===== src/rtl/adpcm_sample_player.sv =====
// ADPCM sample sequencer for the jt5205 decoder: fetches sample bytes from sound ROM with
// one byte of prefetch and feeds the decoder one nibble (high first) per sample strobe.
module adpcm_sample_player #(
  parameter int unsigned AW = 16
) (
  input  logic          clk,
  input  logic          rst,
  input  logic          sample_cen,
  input  logic          start,
  input  logic          stop,
  input  logic [AW-1:0] start_addr,
  input  logic [AW-1:0] end_addr,
  output logic          rom_cs,
  output logic [AW-1:0] rom_addr,
  input  logic [7:0]    rom_data,
  input  logic          rom_ok,
  output logic [3:0]    adpcm_din,
  output logic          adpcm_rst,
  output logic          busy,
  output logic          done,
  output logic          underrun
);

  typedef enum logic [1:0] {StIdle, StPrefetch, StPlay, StDrain} state_e;

  state_e        state_q;
  logic [7:0]    cur_byte_q, next_byte_q;
  logic          half_q, next_valid_q, more_q;
  logic [AW-1:0] fetch_addr_q, cur_addr_q, end_addr_q;

  logic       fetch_ok, fetch_issue, have_next;
  logic [7:0] avail_byte;

  assign fetch_ok    = rom_cs & rom_ok;
  // A request needs a free buffer and a cycle with rom_cs low after the previous one.
  assign fetch_issue = ((state_q == StPrefetch) || (state_q == StPlay)) && !rom_cs && more_q &&
                       !next_valid_q;
  // A byte arriving in the same cycle as the strobe is usable straight away.
  assign have_next   = next_valid_q | fetch_ok;
  assign avail_byte  = next_valid_q ? next_byte_q : rom_data;
  assign busy        = (state_q != StIdle);

  always_ff @(posedge clk) begin
    if (rst) begin
      state_q      <= StIdle;
      rom_cs       <= 1'b0;
      rom_addr     <= '0;
      adpcm_din    <= 4'd0;
      adpcm_rst    <= 1'b1;
      done         <= 1'b0;
      underrun     <= 1'b0;
      cur_byte_q   <= 8'd0;
      next_byte_q  <= 8'd0;
      half_q       <= 1'b0;
      next_valid_q <= 1'b0;
      more_q       <= 1'b0;
      fetch_addr_q <= '0;
      cur_addr_q   <= '0;
      end_addr_q   <= '0;
    end else begin
      done     <= 1'b0;
      underrun <= 1'b0;
      if (start || (stop && (state_q != StIdle))) begin
        state_q      <= StIdle;
        rom_cs       <= 1'b0;
        adpcm_din    <= 4'd0;
        adpcm_rst    <= 1'b1;
        cur_byte_q   <= 8'd0;
        next_byte_q  <= 8'd0;
        half_q       <= 1'b0;
        next_valid_q <= 1'b0;
        more_q       <= 1'b0;
        if (start) begin
          if (start_addr <= end_addr) begin
            state_q      <= StPrefetch;
            more_q       <= 1'b1;
            fetch_addr_q <= start_addr;
            end_addr_q   <= end_addr;
          end else begin
            done <= 1'b1;
          end
        end
      end else begin
        if (fetch_issue) begin
          rom_cs   <= 1'b1;
          rom_addr <= fetch_addr_q;
        end
        if (fetch_ok) begin
          rom_cs       <= 1'b0;
          fetch_addr_q <= rom_addr + AW'(1);
          more_q       <= (rom_addr < end_addr_q);
        end
        case (state_q)
          StPrefetch: begin
            if (fetch_ok) begin
              state_q    <= StPlay;
              cur_byte_q <= rom_data;
              cur_addr_q <= rom_addr;
              half_q     <= 1'b0;
              adpcm_din  <= rom_data[7:4];
              adpcm_rst  <= 1'b0;
            end
          end
          StPlay: begin
            if (fetch_ok) begin
              next_byte_q  <= rom_data;
              next_valid_q <= 1'b1;
            end
            if (sample_cen) begin
              if (!half_q) begin
                adpcm_din <= cur_byte_q[3:0];
                half_q    <= 1'b1;
              end else if (cur_addr_q == end_addr_q) begin
                state_q   <= StDrain;
                adpcm_din <= 4'd0;
              end else if (have_next) begin
                cur_byte_q   <= avail_byte;
                cur_addr_q   <= cur_addr_q + AW'(1);
                adpcm_din    <= avail_byte[7:4];
                half_q       <= 1'b0;
                next_valid_q <= 1'b0;
              end else begin
                // Stall: feed silence and keep waiting on the outstanding fetch.
                underrun  <= 1'b1;
                adpcm_din <= 4'd0;
              end
            end
          end
          StDrain: begin
            if (sample_cen) begin
              state_q   <= StIdle;
              done      <= 1'b1;
              adpcm_rst <= 1'b1;
            end
          end
          default: ;
        endcase
      end
    end
  end

endmodule

===== config.mk =====
export PLATFORM = sky130hd
export DESIGN_NAME = adpcm_sample_player
export DESIGN_NICKNAME = d
export VERILOG_FILES = /design/src/rtl/adpcm_sample_player.sv
export SDC_FILE = /design/constraint.sdc
export NUM_CORES = 1
export LEC_CHECK = 0
export BUFFER_PORTS_ARGS = -buffer_cell sky130_fd_sc_hd__buf_2
export CORE_UTILIZATION = 59
export DETAILED_ROUTE_END_ITERATION = 16
export PLACE_DENSITY_LB_ADDON = 0.3
export SLEW_MARGIN = 10
export SYNTH_ARGS = -nofsm -noshare
export SYNTH_HDL_FRONTEND = slang
export SYNTH_SLANG_ARGS = --single-unit
export TNS_END_PERCENT = 10

===== constraint.sdc =====
create_clock -name clk -period 2.6 [get_ports clk]
set_input_delay 0.52 -clock clk [delete_from_list [all_inputs] [get_ports clk]]
set_output_delay 0.52 -clock clk [all_outputs]
set_load 0.02 [all_outputs]

## Word-level counts from Yosys, hierarchy flattened

Cells that the tools add are included.
Widths: inputs -> output; s select.

| word-level totals | value |
|---|---|
| memory bits (read-only) | 0 |
| bits in latches | 0 |
| word-level logic and storage cells | 121 |
| memories kept | 0 |
| register bits | 89 |
| memory bits (writable) | 0 |
| input port bits | 46 |

| operators by class | value |
|---|---|
| add/subtract/negate cells | 2 |
| magnitude comparators | 2 |
| bitwise logic cells | 6 |
| multiplexer cells | 54 |
| reductions and logical operators | 25 |
| divide/modulo/power cells | 0 |
| eq/ne operators | 17 |
| multiply operators | 0 |
| shift operators | 0 |

Operators with widths:

| operator | count |
|---|---|
| $mux 16 | 9 |
| $mux 4 | 10 |
| $add 16x1->16 const B | 2 |
| $pmux 16 s2 | 1 |
| $mux 1 | 22 |
| $eq 16x16->1 | 1 |
| $le 16x16->1 | 1 |
| $lt 16x16->1 | 1 |
| $pmux 4 s2 | 2 |
| $ne 2x2->1 const B | 7 |
| $mux 2 | 6 |
| $reduce_and 3->1 | 4 |
| $reduce_and 6->1 | 2 |
| $ne 3x2->1 const B | 3 |
| $mux 8 | 1 |
| $reduce_bool 2->1 | 4 |
| $reduce_and 7->1 | 1 |
| $pmux 2 s3 | 1 |
| $reduce_or 6->1 | 1 |
| $eq 2x2->1 const B | 2 |
| $logic_and 1x1->1 | 4 |
| $not 1->1 | 4 |
| $pmux 1 s2 | 2 |
| $reduce_and 2->1 | 2 |
| other kinds (11) | 13 |

## Logic depth before layout (Yosys ltp)

| depth | value |
|---|---|
| depth in word-level cells | 7 |
| mapped depth | 9 |

## Worst setup path before layout

Ideal clock, no wire load.

| timing path | value |
|---|---|
| kind | input to register |
| from | input end_addr[13] |
| to | register fetch_addr_q[10] |
| arrival | 2257 ps |
| stages on the path | 8 |
| path slack | 272 ps |
| library setup time | 72 ps |
| path through | inv_1 > ha_1 > nand4_1 > nor4_1 > o21ai_1 > a211oi_4 > buf_6 > mux2i_1 |

| on the way | value |
|---|---|
| word-level cells in the longest chain between the ends | 3 |

Ends and longest elaborated chain:

| what | line | source |
|---|---|---|
| start: declaration | 12 | `input logic [AW-1:0] end_addr,` |
| $le 16x16->1 | 74 | `if (start_addr <= end_addr) begin` |
| $ne 2x1->1 (no line) | n/a |  |
| $reduce_and 3->1 (no line) | n/a |  |
| end signal: assignment | 77 | `fetch_addr_q <= start_addr;` |
| end signal: assignment | 90 | `fetch_addr_q <= rom_addr + AW'(1);` |
| end: declaration | 29 | `logic [AW-1:0] fetch_addr_q, cur_addr_q, end_addr_q;` |

Every way passes these cells.
A chain may end at the register's enable or synchronous reset.

## Worst setup path after layout

| timing path | value |
|---|---|
| from | register state_q[1] |
| to | register cur_addr_q[8] |

| on the way | value |
|---|---|
| word-level cells in the longest chain between the ends | 5 |
| elaborated cells on any way between the ends | 14 |
| classes of those cells | eq/ne: 7; mux: 1; bitwise: 1; reduce/logical: 5 |

Ends and longest elaborated chain:

| what | line | source |
|---|---|---|
| start: declaration | 26 | `state_e state_q;` |
| start signal: assignment | 45 | `state_q <= StIdle;` |
| start signal: assignment | 64 | `state_q <= StIdle;` |
| start signal: assignment | 75 | `state_q <= StPrefetch;` |
| branches (longest 5 deep; another with $reduce_and 7->1) | n/a |  |
| end signal: assignment | 98 | `cur_addr_q <= rom_addr;` |
| end signal: assignment | 118 | `cur_addr_q <= cur_addr_q + AW'(1);` |
| end: declaration | 29 |  |

Several ways; the timed one is not identified.

==> parameters.txt <==
Parameter                              Value

Outcome
  Outcome    finished, final reports clean

Placed design
  Number of buffers added on ports    70
  Placed Instance Area    around 6300 µm²
  Placed cell count    885
  Routability congestion estimate    between 0.9 and 1
  Detailed placement HPWL    about 12 mm

Synthesis
  Share of synthesized cell area in full adder, half adder and majority cells    under 10%
  Async set-or-reset flop fraction in the synthesized netlist    0%
  Xor and xnor fraction of the mapped netlist area    under 10%
  Synthesized netlist net count    approximately 800
  Cell area after technology mapping    5786 µm²
  Number of synthesized flops with an enable pin    0
  Synthesized area per cell    around 8.3 µm²
  Main synth FF type    sky130_fd_sc_hd__dfxtp_1
  Part of the Yosys area used for sequential elements    30.80%
  Combinational family with the most area after synthesis    simple AND/OR/NAND/NOR gates
  Syn. warnings    0
  Basic-gate share of the synthesized area counting and, or, nand and nor cells    21.50%
  Number of register bits inferred by synthesis    approximately 90
  Syn Inst Count    between 600 and 700
  Share of the synthesized area in compound gates (AO/OA/AOI/OAI)    approximately 17%
  Library cells used by synthesis    65
  Multiplexer share of the synthesized area    between 10 and 15%

Hold path
  Depth of the worst hold-timing path    3
  Classification of the worst-slack hold path    primary input to flop
  Hold path startpoint    rom_data[0]
  Hold Path End    next_byte_q[0]

Drt
  First DRT Iteration DRCs    slightly below 500
  Drt via density    approximately 6.3
  Number of iterations in the first detailed-routing pass    5
  Number of vias after detailed routing    approximately 5,600
  Count of nets left with antenna violations after detail routing    0
  Routed len/inst    ~18 µm
  Aggregate routed wire length    ~17 mm
  DR DRC count    0

STA
  Achievable frequency    approximately 420 MHz
  Pins Over Slew Limit    0
  Final hold violation count    0
  Unrepaired setup endpoints after global routing    no
  Total negative setup slack    0 ns
  Worst Hold Slack    0.3982 ns
  Final count of negative-setup-slack endpoints    0
  Max_slew headroom    around 55%
  Slew @ Worst Pin    ~0.67 ns
  Final clock period utilization by the worst path    between 90% and 100%
  Setup Skew    approximately 0.015 ns
  Minimum clock period    ~2.4 ns

Pwr
  Switching power    between 900 and 1000 µW
  Power share of the combinational group    approximately 20%
  Internal    approximately 2000 µW
  Sequential Power Share    around 50%
  Worst vdd rail ir drop    roughly 0.00030 V
  Leakage power total    roughly 0.0028 µW
  P per Cell Area    between 400 and 500 nW/µm²
  Switching fraction of total power    between 30% and 40%
  Clock group share of total power    a little under a third

Critical path
  Largest fanout on the critical path    10
  Critical R2R Launch    state_q[1]
  Critical Path RT    roughly 2.9 ns
  Setup CP Type    flop to flop
  Endpoint of the worst-slack reg-to-reg timing path    cur_addr_q[8]
  Worst R2R Path Depth    7
  CP Data Arrival Time    between 2 and 3 ns
  Nature of the critical path startpoint    flop
  Register-to-register path setup slack    approximately 0.2 ns
  Crit. End Element    flop

CTS
  Clk pin slew, worst setup/hold paths    0.10 ns
  TritonCTS clock tree    built
  Number of buffers on the longest clock path    2
  CTS H-tree depth    3
  Number of buffers created by CTS    9
  Sink Count    between 80 and 90
  Number of buffers inserted for hold repair after clock tree synthesis    0
  Clock Tree Root    sky130_fd_sc_hd__clkbuf_8
  Clock insertion delay at the later pin of the skew report    ~0.36 ns

Global routing
  Aggregate global routing overflow    0
  Initial antenna violation count    0
  Pin count of the biggest net entering global routing    57
  Vias in the first global route    around 5,400
  Global-route usage over all layers    about 34%
  Global-route wire length before repair    ~27 mm

Finish
  Count of placed standard cells in the final layout, fillers left out    901
  Layout Nets    between 800 and 900
  N_diodes    0
  Layout cell share with drive strength beyond 1    about 18%
  Final Cell Area    ~6500 µm²
  Layout fillers    795
  Growth of design area from synthesis to finish    12.41%
  Final core utilization    just under 70%

Die
  Die Y    just over 100 µm
  Starting density of the core    between 60% and 70%
  DIE AREA    10,210 µm²
  Total number of placement rows    35
  Std-Cell Core Area    roughly 9400 µm²
  I/O pins    71
  Die boundary width    about 100 µm

Job
  Number of violations of the max-capacitance limit    0
cell usage in the layout, fill, tap and decap left out, drive strengths merged, types with 4 or more instances in the layout:
master | netlist | routed
buf | 18 | 100
mux2 | 11 | 11
a211o | 11 | 11
ha | 37 | 37
o21ai | 21 | 21
a211oi | 6 | 6
xor2 | 17 | 17
mux2i | 54 | 54
and2 | 5 | 5
nor3 | 10 | 10
a21o | 4 | 4
o211ai | 8 | 8
nor4 | 13 | 13
xnor2 | 13 | 13
nand2b | 5 | 5
o311ai | 5 | 5
nand4 | 16 | 16
clkbuf | 25 | 12
and3 | 6 | 6
o22ai | 5 | 5
dfxtp | 89 | 89
or4 | 4 | 4
nor2 | 47 | 47
inv | 44 | 44
a21oi | 29 | 29
a31oi | 14 | 14
nand3 | 20 | 20
nand2 | 111 | 111
a221oi | 10 | 10
routing by layer:
metal	vias to the layer above	wire length, µm	GRT usage (%)
li1	2632	-	-
met1	2637	6862	42.72
met2	311	7689	55.11
met3	62	1507	6.657
met4	0	565	14.27
met5	-	0	0
timing repair:
item / CTS / global route
setup endpoints to repair: 0 / 3
buffers inserted: 0 / 0
gates resized for setup: 0 / 1
sequential cells by signal, summed over array words and instances, names as in the netlist:
signal,cells
adpcm_din,4
adpcm_rst,1
cur_addr_q,16
cur_byte_q,4
done,1
end_addr_q,16
fetch_addr_q,16
half_q,1
more_q,1
next_byte_q,8
next_valid_q,1
rom_addr,16
rom_cs,1
state_q,2
underrun,1
kinds of logic (layout without fill, tap and decap cells):
group	Yosys count	in the layout
AO/OA/AOI/OAI	137	137
XOR/XNOR	30	30
adder cells (fa/ha/maj)	37	37
buffers and inverters	87	160
flip-flops	89	89
multiplexers	65	65
AND/OR/NAND/NOR	254	254
layout make-up:
type	count	area, µm²	area share, %
repair buffers	100	600.6	9.234
inverters	44	165.2	2.539
clock inverters	4	28.78	0.4425
clock buffers	12	145.1	2.232
well taps	129	161.4	2.482
multi-input cells	523	3621	55.68
flip-flops and latches	89	1782	27.40
worst max-delay path by stage:
stage                      start                to  slack, ns  depth (start not counted)
floorplan           end_addr[13]  fetch_addr_q[10]       0.27                          8
global placement    end_addr[15]   fetch_addr_q[2]       0.05                          9
detailed placement  end_addr[13]   fetch_addr_q[7]      -0.03                          9
CTS                   state_q[1]    cur_addr_q[15]       0.18                          7
global route          state_q[1]     cur_addr_q[3]       0.06                          7
finish                state_q[1]     cur_addr_q[8]       0.20                          7
per-stage QoR:
step | setup slack, ns | total power [µW]
floorplan | 0.2719 | 1871
global placement | 0.04737 | 2035
detailed placement | -0.03096 | 2057
CTS | 0.1845 | 2926
global route | 0.06450 | 3060
finish | 0.1966 | 2937
Yosys cell counts (3+ instances only):
| master | instances | area [µm²] |
|---|---|---|
| sky130_fd_sc_hd__nor2b_1 | 3 | 18.77 |
| sky130_fd_sc_hd__nor2_1 | 46 | 172.7 |
| sky130_fd_sc_hd__mux2i_1 | 54 | 540.5 |
| sky130_fd_sc_hd__a311oi_1 | 3 | 26.28 |
| sky130_fd_sc_hd__or4b_1 | 3 | 30.03 |
| sky130_fd_sc_hd__o311ai_0 | 5 | 43.79 |
| sky130_fd_sc_hd__a221oi_1 | 9 | 78.83 |
| sky130_fd_sc_hd__buf_6 | 6 | 67.56 |
| sky130_fd_sc_hd__xor2_1 | 17 | 148.9 |
| sky130_fd_sc_hd__ha_1 | 37 | 462.9 |
| sky130_fd_sc_hd__o21ai_0 | 19 | 95.09 |
| sky130_fd_sc_hd__mux2_2 | 11 | 123.9 |
| sky130_fd_sc_hd__nand2b_1 | 5 | 31.28 |
| sky130_fd_sc_hd__a32oi_1 | 3 | 26.28 |
| sky130_fd_sc_hd__nand4_1 | 16 | 100.1 |
| sky130_fd_sc_hd__a21oi_1 | 29 | 145.1 |
| sky130_fd_sc_hd__o211ai_1 | 8 | 60.06 |
| sky130_fd_sc_hd__o22ai_1 | 5 | 31.28 |
| sky130_fd_sc_hd__nor3_1 | 9 | 45.04 |
| sky130_fd_sc_hd__inv_1 | 44 | 165.2 |
| sky130_fd_sc_hd__a211oi_1 | 5 | 37.54 |
| sky130_fd_sc_hd__nor4_1 | 11 | 68.82 |
| sky130_fd_sc_hd__a31oi_1 | 14 | 87.58 |
| sky130_fd_sc_hd__nand2_1 | 111 | 416.7 |
| sky130_fd_sc_hd__dfxtp_1 | 89 | 1782 |
| sky130_fd_sc_hd__a211o_1 | 11 | 96.34 |
| sky130_fd_sc_hd__nand3_1 | 18 | 90.09 |
| sky130_fd_sc_hd__or4_1 | 3 | 22.52 |
| sky130_fd_sc_hd__xnor2_1 | 13 | 113.9 |
| sky130_fd_sc_hd__a21o_1 | 4 | 30.03 |
| sky130_fd_sc_hd__clkbuf_1 | 25 | 93.84 |
| sky130_fd_sc_hd__buf_2 | 9 | 45.04 |
| sky130_fd_sc_hd__and4_1 | 3 | 26.28 |
| sky130_fd_sc_hd__and2_1 | 5 | 31.28 |
| sky130_fd_sc_hd__and3_1 | 6 | 37.54 |
critical path, cell delays in order, from the launching register on:
cell and delay (ns):
sky130_fd_sc_hd__dfxtp_1 0.40, sky130_fd_sc_hd__inv_1 0.08, sky130_fd_sc_hd__ha_1 0.30, sky130_fd_sc_hd__a21bo_4 0.26
sky130_fd_sc_hd__and3_1 0.34, sky130_fd_sc_hd__nand3_4 0.19, sky130_fd_sc_hd__or4_4 0.52, sky130_fd_sc_hd__a221oi_2 0.23
power by group through the flow:
stage	clock, µW	combinational [µW]	sequential, µW
final	896	587	1450
after global routing	964	637	1460
after floorplan	0	393	1480
after global placement	0	553	1480
after CTS	897	577	1450
after detailed placement	0	572	1480
Power figures use the tool's default switching activity.
